**config.mk**
```make
export PLATFORM = sky130hd
export DESIGN_NAME = topk_rank_server
export DESIGN_NICKNAME = d
export VERILOG_FILES = /design/src/rtl/topk_rank_server.sv
export SDC_FILE = /design/constraint.sdc
export NUM_CORES = 1
export LEC_CHECK = 0
export CELL_PAD_IN_SITES_DETAIL_PLACEMENT = 0
export CELL_PAD_IN_SITES_GLOBAL_PLACEMENT = 1
export CORE_MARGIN = 2
export CORE_UTILIZATION = 40
export CTS_CLUSTER_SIZE = 25
export DETAILED_ROUTE_END_ITERATION = 8
export PLACE_DENSITY = 0.74
export SLEW_MARGIN = 20
export SYNTH_ARGS = -nofsm -noshare
export SYNTH_HDL_FRONTEND = slang
export SYNTH_SLANG_ARGS = --single-unit
export TNS_END_PERCENT = 1
```
**constraint.sdc**
```tcl
create_clock -name clk -period 7.8 [get_ports clk]
set_input_delay 1.56 -clock clk [delete_from_list [all_inputs] [get_ports clk]]
set_output_delay 1.56 -clock clk [all_outputs]
set_load 0.02 [all_outputs]
```
**src/rtl/topk_rank_server.sv**
```systemverilog
// Streaming top-K store: keeps the DEPTH largest samples in descending order and serves rank queries.
// Optional macro TOPK_DEDUP_EN drops samples equal to any stored value.
module topk_rank_server #(
  parameter int unsigned DATA_WIDTH = 32,
  parameter int unsigned DEPTH      = 4,
  localparam int unsigned IDX_W     = $clog2(DEPTH),
  localparam int unsigned CNT_W     = $clog2(DEPTH + 1)
) (
  input  logic                  clk,
  input  logic                  resetn,
  input  logic                  clear,
  input  logic                  din_valid,
  input  logic [DATA_WIDTH-1:0] din,
  input  logic                  rd_req,
  input  logic [IDX_W-1:0]      rd_idx,
  output logic                  rd_valid,
  output logic                  rd_hit,
  output logic [DATA_WIDTH-1:0] rd_data,
  output logic [CNT_W-1:0]      count
);

  logic [DATA_WIDTH-1:0] entry       [DEPTH];
  logic [DATA_WIDTH-1:0] prev_c      [DEPTH];
  logic [DATA_WIDTH-1:0] entry_nxt_c [DEPTH];
  logic [CNT_W-1:0]      pos_c;
  logic                  ins_c;
  logic                  hit_c;
  logic [DATA_WIDTH-1:0] sel_c;

  // Insert position: valid entries >= din stay ahead, so equal values keep arrival order.
  always_comb begin
    pos_c = '0;
    for (int i = 0; i < DEPTH; i++) begin
      if ((CNT_W'(i) < count) && (entry[i] >= din)) pos_c = pos_c + CNT_W'(1);
    end
  end

`ifdef TOPK_DEDUP_EN
  logic dup_c;

  always_comb begin
    dup_c = 1'b0;
    for (int i = 0; i < DEPTH; i++) begin
      if ((CNT_W'(i) < count) && (entry[i] == din)) dup_c = 1'b1;
    end
  end

  assign ins_c = din_valid && (pos_c < CNT_W'(DEPTH)) && !dup_c;
`else
  assign ins_c = din_valid && (pos_c < CNT_W'(DEPTH));
`endif

  // Shift-insert: below pos keep, at pos take din, above pos take the neighbour above.
  always_comb begin
    prev_c[0] = din;
    for (int i = 1; i < DEPTH; i++) prev_c[i] = entry[i-1];
    for (int i = 0; i < DEPTH; i++) begin
      if (CNT_W'(i) < pos_c) entry_nxt_c[i] = entry[i];
      else if (CNT_W'(i) == pos_c) entry_nxt_c[i] = din;
      else entry_nxt_c[i] = prev_c[i];
    end
  end

  // Rank read mux; a hit implies rd_idx < DEPTH because count never exceeds DEPTH.
  always_comb begin
    sel_c = '0;
    for (int i = 0; i < DEPTH; i++) begin
      if (IDX_W'(i) == rd_idx) sel_c = entry[i];
    end
  end

  assign hit_c = CNT_W'(rd_idx) < count;

  always_ff @(posedge clk) begin
    if (!resetn) begin
      for (int i = 0; i < DEPTH; i++) entry[i] <= '0;
      count    <= '0;
      rd_valid <= 1'b0;
      rd_hit   <= 1'b0;
      rd_data  <= '0;
    end else begin
      rd_valid <= rd_req;
      if (rd_req) begin
        rd_hit  <= hit_c;
        rd_data <= hit_c ? sel_c : '0;
      end
      if (clear) begin
        for (int i = 0; i < DEPTH; i++) entry[i] <= '0;
        count <= '0;
      end else if (ins_c) begin
        for (int i = 0; i < DEPTH; i++) entry[i] <= entry_nxt_c[i];
        if (count != CNT_W'(DEPTH)) count <= count + CNT_W'(1);
      end
    end
  end

endmodule

```
# After elaboration in Yosys (flattened, before gate mapping)
# Memories as Yosys holds them, arrays and structs flattened.
# Cells that the tools add are included.
# totals
ff_bits	37
elab_cells	79
n_memories	1
mem_bits_rw	128
# classes
n_mux	32
add_sub_neg	4
n_bitwise	9
n_lt_le_gt_ge	14
n_reduce_logical	8
n_eq_ne	7
# memory_table
name	depth	width	read_ports	rd_ports_with_merged_regs	write_ports	line	text
entry	4	32	4	0	4	22	logic [DATA_WIDTH-1:0] entry [DEPTH];
# ops
op	count
2-to-1 mux 32 bit	20
>= comparator 32 bit	4
adder 3 x 1 -> 3 bit (second input constant)	4
less-than comparator 1 x 3 -> 1 bit (first input constant)	4
less-than comparator 2 x 3 -> 1 bit (first input constant)	4
2-to-1 mux 1 bit	9
2-to-1 mux 3 bit	3
OR 1 bit	8
equality test 2 x 3 -> 1 bit (first input constant)	2
logical AND 1 bit	5
equality test 2 bit (first input constant)	2
equality test 1 x 3 -> 1 bit (first input constant)	1
less-than comparator 2 x 3 -> 1 bit	1
less-than comparator 3 bit (second input constant)	1
!= test 3 bit (second input constant)	1
equality test 1 x 2 -> 1 bit (first input constant)	1
zero test 2 bit	1
AND reduction 2 bit	1
OR reduction 2 bit	1
inverter 1 bit	1

# Longest topological paths before layout
# Gate-level depths: netlist of run 1.
# An unclocked memory read counts as a cell.
# logic_depth
depth_word	17
ltp_mapped	24

# Worst setup path after synthesis of run 1
# OpenSTA, ideal clock, no wires.
# synth_path
path_kind	input -> register
start	in din[0]
end	mem entry[0][0], enable pin
path_stages	21
t_required_ps	7334
path_slack_ps	-97
arrival_time_ps	7432
cell_sequence	ha_1 nand2b_1 a21o_1 a21o_1 a21o_1 a21o_1 a21o_1 a211oi_1 o21ai_0 a311o_1 and2_1 ha_1 and2_1 or2_1 ha_1 inv_1 nor2_1 xnor2_1 and2_2 nand2_1 o21ai_0
# synth_rtl
item	line	text
start, declared	13	input logic [DATA_WIDTH-1:0] din,
end, declared	22	

==> run_results.csv, run 1 <==
group,metric,value,unit
layout,nets,1232,
clocking,cts_resized,0,
setup_path,cp_common_cell,"a21o_1",
timing,tightest_slew,1.04,ns
logic_synthesis,ys_top_cells_by_area,"edfxtp_1 27%, ha_1 16%, dfxtp_1 13%",
floorplan,io_pins,76,
clocking,ctsHtreeMaxLevel,4,
timing,fin_setup_tns,0,ns
logic_synthesis,synthSimpleGateAreaFrac,12.7,%
logic_synthesis,synth_xor_area_share,0.325,%
routing,route.met3.wl,1330,um
routing,wire_per_inst,20.4,um
logic_synthesis,synth.ff_latch_count,165,
layout,fin_util,46.8,%
routing,via_per_inst,5.50,
routing,drt-initial-drc-count,642,
setup_path,crit_required,7.99,ns
setup_path,reg2regPathDepth,23,
routing,antenna_left,0,
logic_synthesis,syn-num-nets,1156,
worst_hold_path,hp-class,"register to register",
logic_synthesis,synth_compound_area_share,12.0,%
layout,area_growth,16.1,%
routing,wl_met2,13300,um
logic_synthesis,ys_warn_count,0,
setup_path,path_cells,"clkdlybuf4s50_1 -> ha_1 -> nand2b_1 -> a21o_1 -> a21o_1 -> a21o_1 -> a21o_1 -> a21o_1 -> a211oi_1 -> o21ai_0 -> a311o_1 -> and2_1 -> ha_1 -> and2_1 -> or2_1 -> ha_1 -> xor2_1 -> nor3_1 -> o32ai_2 -> nor2_4 -> buf_4 -> mux2i_1 -> nor2_1",
timing,period_needed,6.87,ns
floorplan,initial_core_util,40.3,%
setup_path,crit_fanout,10,
setup_path,reg2reg_slack,2.27,ns
logic_synthesis,synth_ff_type,"edfxtp_1",
timing,max_slew_margin,30.6,%
logic_synthesis,synth_cell_types,60,
timing,setup_viol,0,
timing,skew,0.0115,ns
clocking,clock_path_buffers,2,
flow_run,max_cap_violations,0,
timing,hold_slack,0.507,ns
clocking,clk_pin_slew,0.06,ns
logic_synthesis,post-synth-top-area-cell,"edfxtp_1",
setup_path,r2r-start,"entry[0][0]",
setup_path,worstPathArrival,7.06,ns
clocking,tritoncts,"done",
timing,period_share,88.1,%
routing,drt-total-wl,28900,um
layout,final_common_cell,"ha_1",
setup_path,endpoint_kind,"register",
power,p_per_area,166,nW/um2
setup_path,crit_family,"compound AO/OA/AOI/OAI gates",
worst_hold_path,hold_depth,1,
floorplan,dieArea,28300,um2
global_route,antenna_found_initial,0,
setup_path,critPathMaxStageDelay,0.64,ns
setup_path,r2r-end,"entry[3][11]",
timing,final-hold-violation-count,0,
logic_synthesis,syn-cell-area,10800,um2
clocking,clk_latency,0.45,ns
clocking,clock_sinks,165,
routing,route.detailed.drc,0,
clocking,clockRootBuffer,"clkbuf_16",
setup_path,path_buf_inv,2,
place,port-buffer-count,75,
floorplan,coreArea,26700,um2
layout,final_area,12500,um2
global_route,grt-ovfl-total,0,
timing,rsz0062_at_grt,"false",
logic_synthesis,synth_edf_count,96,
clocking,ctsHoldBuffers,0,
place,gp_congestion,0.796,
timing,finalWorstSetupSlack,0.932,ns
logic_synthesis,ys_seq_area_share,39.6,%
routing,wl_met1,13600,um
timing,slew_violations,0,
place,place_area,11900,um2
logic_synthesis,async_flop_share,0,%
routing,vias,7770,
setup_path,criticalPathCategory,"input port to register",
logic_synthesis,synthMuxAreaShare,15.7,%
worst_hold_path,holdPathEnd,"entry[2][10]",
logic_synthesis,synth_top_family_by_area,"multiplexers",
place,place_ws,0.481,ns
logic_synthesis,synthCells,983,
routing,dr.max_layer_used,"met4",
logic_synthesis,synth_top_area_share,26.7,%
layout,drive_gt1_share,9.70,%
clocking,cts_inserted_buffers,17,
logic_synthesis,synthAdderAreaFrac,15.6,%
layout,final_cell_mix,"134 x ha_1, 113 x nor2_1, 97 x mux2i_1",
power,vdd_drop_max,0.000100,V
layout,n_antenna_cell,0,
global_route,grt_max_degree,37,
layout,n_fill_cell,2465,
setup_path,worstSetupStartpointType,"input port",
setup_path,cp_slowest_cell,"clkdlybuf4s50_1",
power,leakage,0.00495,uW
floorplan,die_h,168,um
clocking,post_cts_buffers,0,
global_route,grt_use_total,21.1,%
logic_synthesis,syn_area_per_cell,11.0,um2
global_route,grt_pass1_wl,45700,um
floorplan,die_w,168,um
place,place_hpwl,20200,um
timing,fmax,0.146,GHz
routing,drt_first_pass_iters,4,
floorplan,rows,60,
global_route,first_global_vias,7837,
worst_hold_path,min_from,"entry[2][10]",
outcome,status,"complete, no violations",
sequential cells by signal, indices dropped and copies added, names as in the netlist:
register  count
count         3
rd_data      32
rd_hit        1
entry       128
rd_valid      1
logic make-up (layout without fill, tap and decap cells):
kind of cell / count (synthesis) / in the layout
simple gates: 275 / 275
compound gates: 188 / 188
flops: 165 / 165
fa+ha+maj: 134 / 134
mux: 129 / 129
buf+inv: 88 / 177
xor+xnor: 4 / 4
stage by stage:
| step | total power (uW) | cells |
|---|---|---|
| after CTS | 2100 | 1413 |
| after global placement | 1250 | 1381 |
| final | 2080 | 1413 |
| after global routing | 2170 | 1413 |
| after floorplan | 1140 | 983 |
| after detailed placement | 1250 | 1381 |
power by group:
group          leakage [uW]  switching (uW)  internal (uW)
clock network      0.000280             360            493
registers           0.00167            26.1            948
logic               0.00299             145            111
cells in the mapped netlist (2+ instances only):
| cell | instances |
|---|---|
| o211ai_1 | 5 |
| ha_1 | 134 |
| mux4_2 | 32 |
| buf_2 | 10 |
| buf_4 | 4 |
| buf_6 | 7 |
| buf_8 | 3 |
| a21oi_1 | 71 |
| a21oi_4 | 2 |
| o21ai_1 | 2 |
| o2bb2ai_1 | 33 |
| and3_1 | 2 |
| dfxtp_1 | 69 |
| edfxtp_1 | 96 |
| o31ai_1 | 2 |
| nand3_1 | 9 |
| nor4_1 | 2 |
| nor3_1 | 4 |
| xnor2_1 | 2 |
| a211oi_1 | 4 |
| nor2b_1 | 74 |
| a31oi_1 | 3 |
| inv_1 | 44 |
| o21a_1 | 5 |
| a21o_1 | 26 |
| nand4_1 | 20 |
| clkbuf_1 | 17 |
| buf_1 | 3 |
| nand2_1 | 28 |
| nor2_1 | 113 |
| mux2i_1 | 97 |
| o21ai_0 | 17 |
| and2_1 | 5 |
| xor2_1 | 2 |
| o2111ai_1 | 2 |
| nand2b_1 | 10 |
final cells by class:
type                    instances  area [um2]  share of cell area [%]
multi-input cells             730        6090                    48.7
flip-flops and latches        165        4260                    34.1
repair buffers                101         986                    7.87
clock buffers                  25         518                    4.14
well taps                     341         427                    3.41
inverters                      44         165                    1.32
clock inverters                 7        67.6                   0.540
worst max path at each step:
stage | from | end | slack, ns | cells past startpoint
final | din[0] | entry[3][11] | 0.93 | 23
after global routing | din[0] | entry[3][10] | 0.57 | 23
after CTS | din[0] | entry[3][11] | 0.92 | 23
after detailed placement | din[0] | entry[3][11] | 0.48 | 23
after global placement | din[0] | entry[3][16] | 0.58 | 23
after floorplan | din[0] | entry[0][0] | 0.77 | 21
routing by layer:
metal,up-vias,GRT usage (%)
met4,0,7.38
met2,188,34.5
li1,3803,-
met3,45,2.99
met5,-,0
met1,3734,28.9
(Power assumes the default switching activity.)
==> run 2, diff against run 1 <==
--- a/config.mk
+++ b/config.mk
@@ -7,6 +7,7 @@
 export LEC_CHECK = 0
 export CELL_PAD_IN_SITES_DETAIL_PLACEMENT = 0
 export CELL_PAD_IN_SITES_GLOBAL_PLACEMENT = 1
+export CORE_ASPECT_RATIO = 1.2
 export CORE_MARGIN = 2
 export CORE_UTILIZATION = 40
 export CTS_CLUSTER_SIZE = 25
==> run 2 against run 1 <==
Against the previous run: global-route usage decreased by 0.055 points; non-clock buffer count decreased by 4; die area hardly changed; worst setup slack gained 0.078 ns; maximum frequency is 1.2% higher.
==> run_results.csv, run 2 (synthesis gave the netlist of run 1 again) <==
group,metric,value,unit
layout,largest_reg_flops,128,
timing,fmax,0.147,GHz
routing,drt-total-wl,28600,um
layout,final_area,12500,um2
outcome,status,"complete, no violations",
setup_path,worstPathArrival,7.09,ns
floorplan,io_pins,76,
worst_hold_path,min_from,"entry[2][10]",
layout,stdcell_count,1403,
global_route,grt_max_degree,54,
routing,drt-initial-drc-count,439,
clocking,tritoncts,"done",
timing,max_slew_margin,29.7,%
power,clock_power_share,39.7,%
layout,drive_gt1_share,9.64,%
timing,slew_violations,0,
routing,drt_first_pass_iters,4,
floorplan,initial_core_util,40.8,%
global_route,grt-ovfl-total,0,
timing,setup_viol,0,
routing,wire_per_inst,20.4,um
clocking,cts_resized,0,
layout,final_common_cell,"ha_1",
clocking,ctsHoldBuffers,0,
layout,fin_util,47.1,%
clocking,ctsHtreeMaxLevel,4,
setup_path,crit_required,8.10,ns
place,place_ws,0.594,ns
clocking,cts_inserted_buffers,17,
layout,n_fill_cell,2482,
power,switchingPower,555,uW
layout,final_cell_mix,"134 x ha_1, 113 x nor2_1, 97 x mux2i_1",
setup_path,criticalPathCategory,"input port to register",
floorplan,rows,65,
setup_path,path_cells,"clkdlybuf4s50_1 -> buf_4 -> ha_1 -> nand2b_1 -> a21o_1 -> a21o_1 -> a21o_1 -> a21o_1 -> a21o_1 -> a211oi_1 -> o21ai_0 -> a311o_1 -> and2_1 -> ha_1 -> and2_1 -> or2_1 -> ha_1 -> inv_1 -> nor2_1 -> a21oi_2 -> a21oi_4 -> buf_4 -> mux2i_1 -> o2bb2ai_1",
layout,top_register,"entry",
routing,via_per_inst,5.57,
timing,fin_setup_tns,0,ns
clocking,clk_latency,0.44,ns
setup_path,r2r-start,"entry[0][0]",
setup_path,cp_slowest_cell,"a21oi_4",
power,p_comb_share,12.5,%
clocking,clockRootBuffer,"clkbuf_16",
clocking,post_cts_buffers,0,
flow_run,max_cap_violations,0,
setup_path,endpoint_kind,"register",
setup_path,worstSetupStartpointType,"input port",
setup_path,crit_path_start,"din[0]",
power,vdd_drop_max,0.000136,V
global_route,grt_use_total,21.1,%
power,leakage,0.00493,uW
place,placed_cells,1371,
global_route,first_global_vias,7866,
power,internal_power,1480,uW
timing,period_share,87.0,%
clocking,clk_pin_slew,0.07,ns
worst_hold_path,hp-class,"register to register",
place,place_area,11900,um2
floorplan,dieArea,28300,um2
floorplan,coreArea,26400,um2
floorplan,die_h,184,um
routing,route.detailed.drc,0,
timing,tightest_slew,1.05,ns
place,place_hpwl,19900,um
setup_path,cp_common_cell,"a21o_1",
timing,skew,0.0132,ns
routing,vias,7819,
floorplan,die_w,154,um
power,p_per_area,164,nW/um2
routing,antenna_left,0,
layout,nets,1228,
setup_path,critPathMaxStageDelay,0.48,ns
clocking,clock_path_buffers,2,
layout,top_regs,"entry: 128 flops, rd_data: 32 flops, count: 3 flops",
place,gp_congestion,0.809,
timing,finalWorstSetupSlack,1.01,ns
global_route,grt_pass1_wl,45500,um
setup_path,crit_fanout,10,
timing,period_needed,6.79,ns
power,p_sw_share,27.2,%
place,port-buffer-count,75,
power,p_seq_share,47.7,%
layout,area_growth,15.6,%
timing,final-hold-violation-count,0,
timing,rsz0062_at_grt,"false",
clocking,clock_sinks,165,
layout,n_antenna_cell,0,
global_route,antenna_found_initial,0,
==> run 2: cell types whose count changed in the layout (fill, tap and decap cells not counted), moves of 2 or more <==
cell / change
clkinv_4: +3
clkbuf_1: -4
clkinvlp_4: -3
clkbuf_16: -2
inv_6: +8
buf_4: -4
clkinv_2: -2
==> run 2: final cells by class <==
cell class	count	area (um2)	area share, %
Clock inverter	14	116	0.934
Timing Repair Buffer	97	956	7.67
Tap cell	335	419	3.36
Clock buffer	18	439	3.53
Inverter	44	165	1.33
Sequential cell	165	4260	34.2
Multi-Input combinational cell	730	6100	49.0
==> run 2: stage by stage <==
stage	power, uW	hold WS (ns)
after floorplan	1140	0.469
after global placement	1250	0.489
after detailed placement	1250	0.492
after CTS	2060	0.505
after global routing	2130	0.523
final	2040	0.500
==> run 2: routing by layer <==
metal	share of wire (%)	global-route usage (%)	wire, um
met1	46	28.1	13000
met2	49	36.7	14200
met3	3.6	2.48	1020
met4	1.4	5.31	387
met5	0	0	0
==> run 2: worst paths after layout <==
| check | end | slack, ns | depth (start not counted) |
|---|---|---|---|
| worst max-delay path | entry[2][14] | 1.01 | 24 |
| worst min-delay path | entry[2][10] | 0.50 | 1 |
| worst max register to register | entry[2][14] | 2.28 | 23 |
| worst min register to register | entry[2][10] | 0.50 | 1 |
==> run 2: power groups by stage <==
stage | Combinational (uW) | Sequential (uW) | Clock (uW)
2_1_floorplan | 158 | 985 | 0
3_3_place_gp | 253 | 993 | 0
3_5_place_dp | 255 | 993 | 0
4_1_cts | 258 | 973 | 831
5_1_grt | 287 | 977 | 861
6_report | 256 | 973 | 810
==> run 2: worst max-delay path: cells and delay by family <==
family                   cells  cell delay, ns
multiplexers                 1            0.21
adder cells (fa/ha/maj)      3            0.96
buffers and inverters        4            0.97
AO/OA/AOI/OAI               11            2.40
AND/OR/NAND/NOR              5            0.99
==> run 3, diff against run 2 <==
--- a/config.mk
+++ b/config.mk
@@ -8,7 +8,7 @@
 export CELL_PAD_IN_SITES_DETAIL_PLACEMENT = 0
 export CELL_PAD_IN_SITES_GLOBAL_PLACEMENT = 1
 export CORE_ASPECT_RATIO = 1.2
-export CORE_MARGIN = 2
+export CORE_MARGIN = 10
 export CORE_UTILIZATION = 40
 export CTS_CLUSTER_SIZE = 25
 export DETAILED_ROUTE_END_ITERATION = 8
==> run 3 against run 2 <==
Against the previous run: design area up 0.29%; total power up 2.8%; sequential share of layout area down 0.099 points; combinational power about the same; non-clock buffer count up 1; worst setup slack better by 0.092 ns; largest cell class unchanged.
==> run_results.csv, run 3 (synthesis gave the netlist of run 1 again) <==
group,metric,value,unit
layout,area_growth,15.9,%
power,switchingPower,559,uW
power,vdd_drop_max,0.000141,V
timing,period_needed,6.70,ns
power,p_per_area,168,nW/um2
setup_path,path_cells,"clkdlybuf4s50_1 -> ha_1 -> nand2b_1 -> a21o_1 -> a21o_1 -> a21o_1 -> a21o_1 -> a21o_1 -> a211oi_1 -> o21ai_0 -> a311o_1 -> and2_1 -> ha_1 -> and2_1 -> or2_1 -> ha_1 -> xor2_1 -> nor3_1 -> o32ai_2 -> a211oi_4 -> buf_4 -> mux2i_1 -> nor2_1",
power,internal_power,1540,uW
place,gp_congestion,0.830,
setup_path,endpoint_kind,"register",
floorplan,dieArea,33900,um2
layout,top_regs,"entry: 128 flops, rd_data: 32 flops, count: 3 flops",
clocking,clk_latency,0.45,ns
layout,top_register,"entry",
clocking,clock_sinks,165,
floorplan,die_h,200,um
power,clock_power_share,41.4,%
worst_hold_path,hp-class,"register to register",
routing,route.detailed.drc,0,
setup_path,crit_required,7.98,ns
global_route,grt_use_total,17.7,%
timing,slew_violations,0,
timing,final-hold-violation-count,0,
timing,period_share,85.9,%
layout,final_cell_mix,"134 x ha_1, 113 x nor2_1, 97 x mux2i_1",
routing,antenna_left,0,
setup_path,worstPathArrival,6.87,ns
clocking,ctsHoldBuffers,0,
power,p_seq_share,46.5,%
clocking,ctsHtreeMaxLevel,4,
outcome,status,"complete, no violations",
setup_path,worstSetupStartpointType,"input port",
clocking,cts_resized,0,
setup_path,crit_family,"compound AO/OA/AOI/OAI gates",
routing,drt-total-wl,29300,um
place,placed_cells,1372,
timing,tightest_slew,0.759,ns
power,p_sw_share,26.7,%
setup_path,critPathMaxStageDelay,0.62,ns
layout,nets,1229,
timing,rsz0062_at_grt,"false",
setup_path,criticalPathCategory,"input port to register",
clocking,tritoncts,"done",
setup_path,cp_slowest_cell,"clkdlybuf4s50_1",
global_route,grt_max_degree,64,
layout,n_antenna_cell,0,
timing,setup_viol,0,
setup_path,cp_common_cell,"a21o_1",
timing,fmax,0.149,GHz
floorplan,io_pins,76,
layout,stdcell_count,1404,
setup_path,crit_path_start,"din[0]",
global_route,first_global_vias,8083,
setup_path,crit_fanout,20,
worst_hold_path,min_from,"entry[2][3]",
power,p_total,2100,uW
place,place_ws,0.600,ns
setup_path,r2r-start,"entry[0][0]",
timing,skew,0.0176,ns
flow_run,max_cap_violations,0,
layout,fin_util,47.3,%
layout,final_common_cell,"ha_1",
place,port-buffer-count,75,
timing,fin_setup_tns,0,ns
power,leakage,0.00494,uW
power,p_comb_share,12.1,%
global_route,grt-ovfl-total,0,
floorplan,initial_core_util,40.8,%
routing,wire_per_inst,20.9,um
floorplan,coreArea,26400,um2
clocking,cts_inserted_buffers,17,
timing,finalWorstSetupSlack,1.10,ns
place,place_hpwl,20600,um
clocking,clock_path_buffers,2,
clocking,clk_pin_slew,0.06,ns
routing,drt-initial-drc-count,472,
layout,largest_reg_flops,128,
global_route,antenna_found_initial,0,
routing,via_per_inst,5.50,
layout,drive_gt1_share,9.73,%
clocking,post_cts_buffers,0,
routing,vias,7721,
global_route,grt_pass1_wl,46600,um
timing,max_slew_margin,49.4,%
clocking,clockRootBuffer,"clkbuf_16",
floorplan,die_w,170,um
floorplan,rows,65,
routing,drt_first_pass_iters,5,
setup_path,path_buf_inv,2,
run 3: final timing paths:
kind / endpoint / slack, ns / cells past startpoint
setup reg to reg: entry[1][18] / 2.39 / 23
hold reg to reg: entry[2][3] / 0.51 / 1
hold / removal: entry[2][3] / 0.51 / 1
setup / recovery: entry[1][18] / 1.10 / 23
run 3: metrics by stage:
stage | hold WS (ns) | area, um2
2_1_floorplan | 0.469 | 10800
3_3_place_gp | 0.491 | 11900
3_5_place_dp | 0.495 | 11900
4_1_cts | 0.509 | 12500
5_1_grt | 0.526 | 12500
6_report | 0.511 | 12500
run 3: cell type report:
cell class / count / area (um2)
Clock inverter: 15 / 164
Clock buffer: 17 / 425
Timing Repair Buffer: 98 / 963
Sequential cell: 165 / 4260
Tap cell: 335 / 419
Inverter: 44 / 165
Fill cell: 2443 / 13900
Multi-Input combinational cell: 730 / 6090
run 3: power by group through the flow:
stage | Sequential (uW) | Combinational [uW] | Clock [uW]
after floorplan | 985 | 158 | 0
after global placement | 993 | 251 | 0
after detailed placement | 993 | 254 | 0
after CTS | 974 | 256 | 885
after global routing | 977 | 284 | 923
final | 974 | 253 | 869
run 3: layer usage:
layer,track usage (%),part of all wire [%],vias to the layer above
met5,0,0,-
met4,5.69,1.9,0
met3,3.03,3.9,36
met2,29.8,49,141
met1,22.6,45,3742
li1,-,-,3802
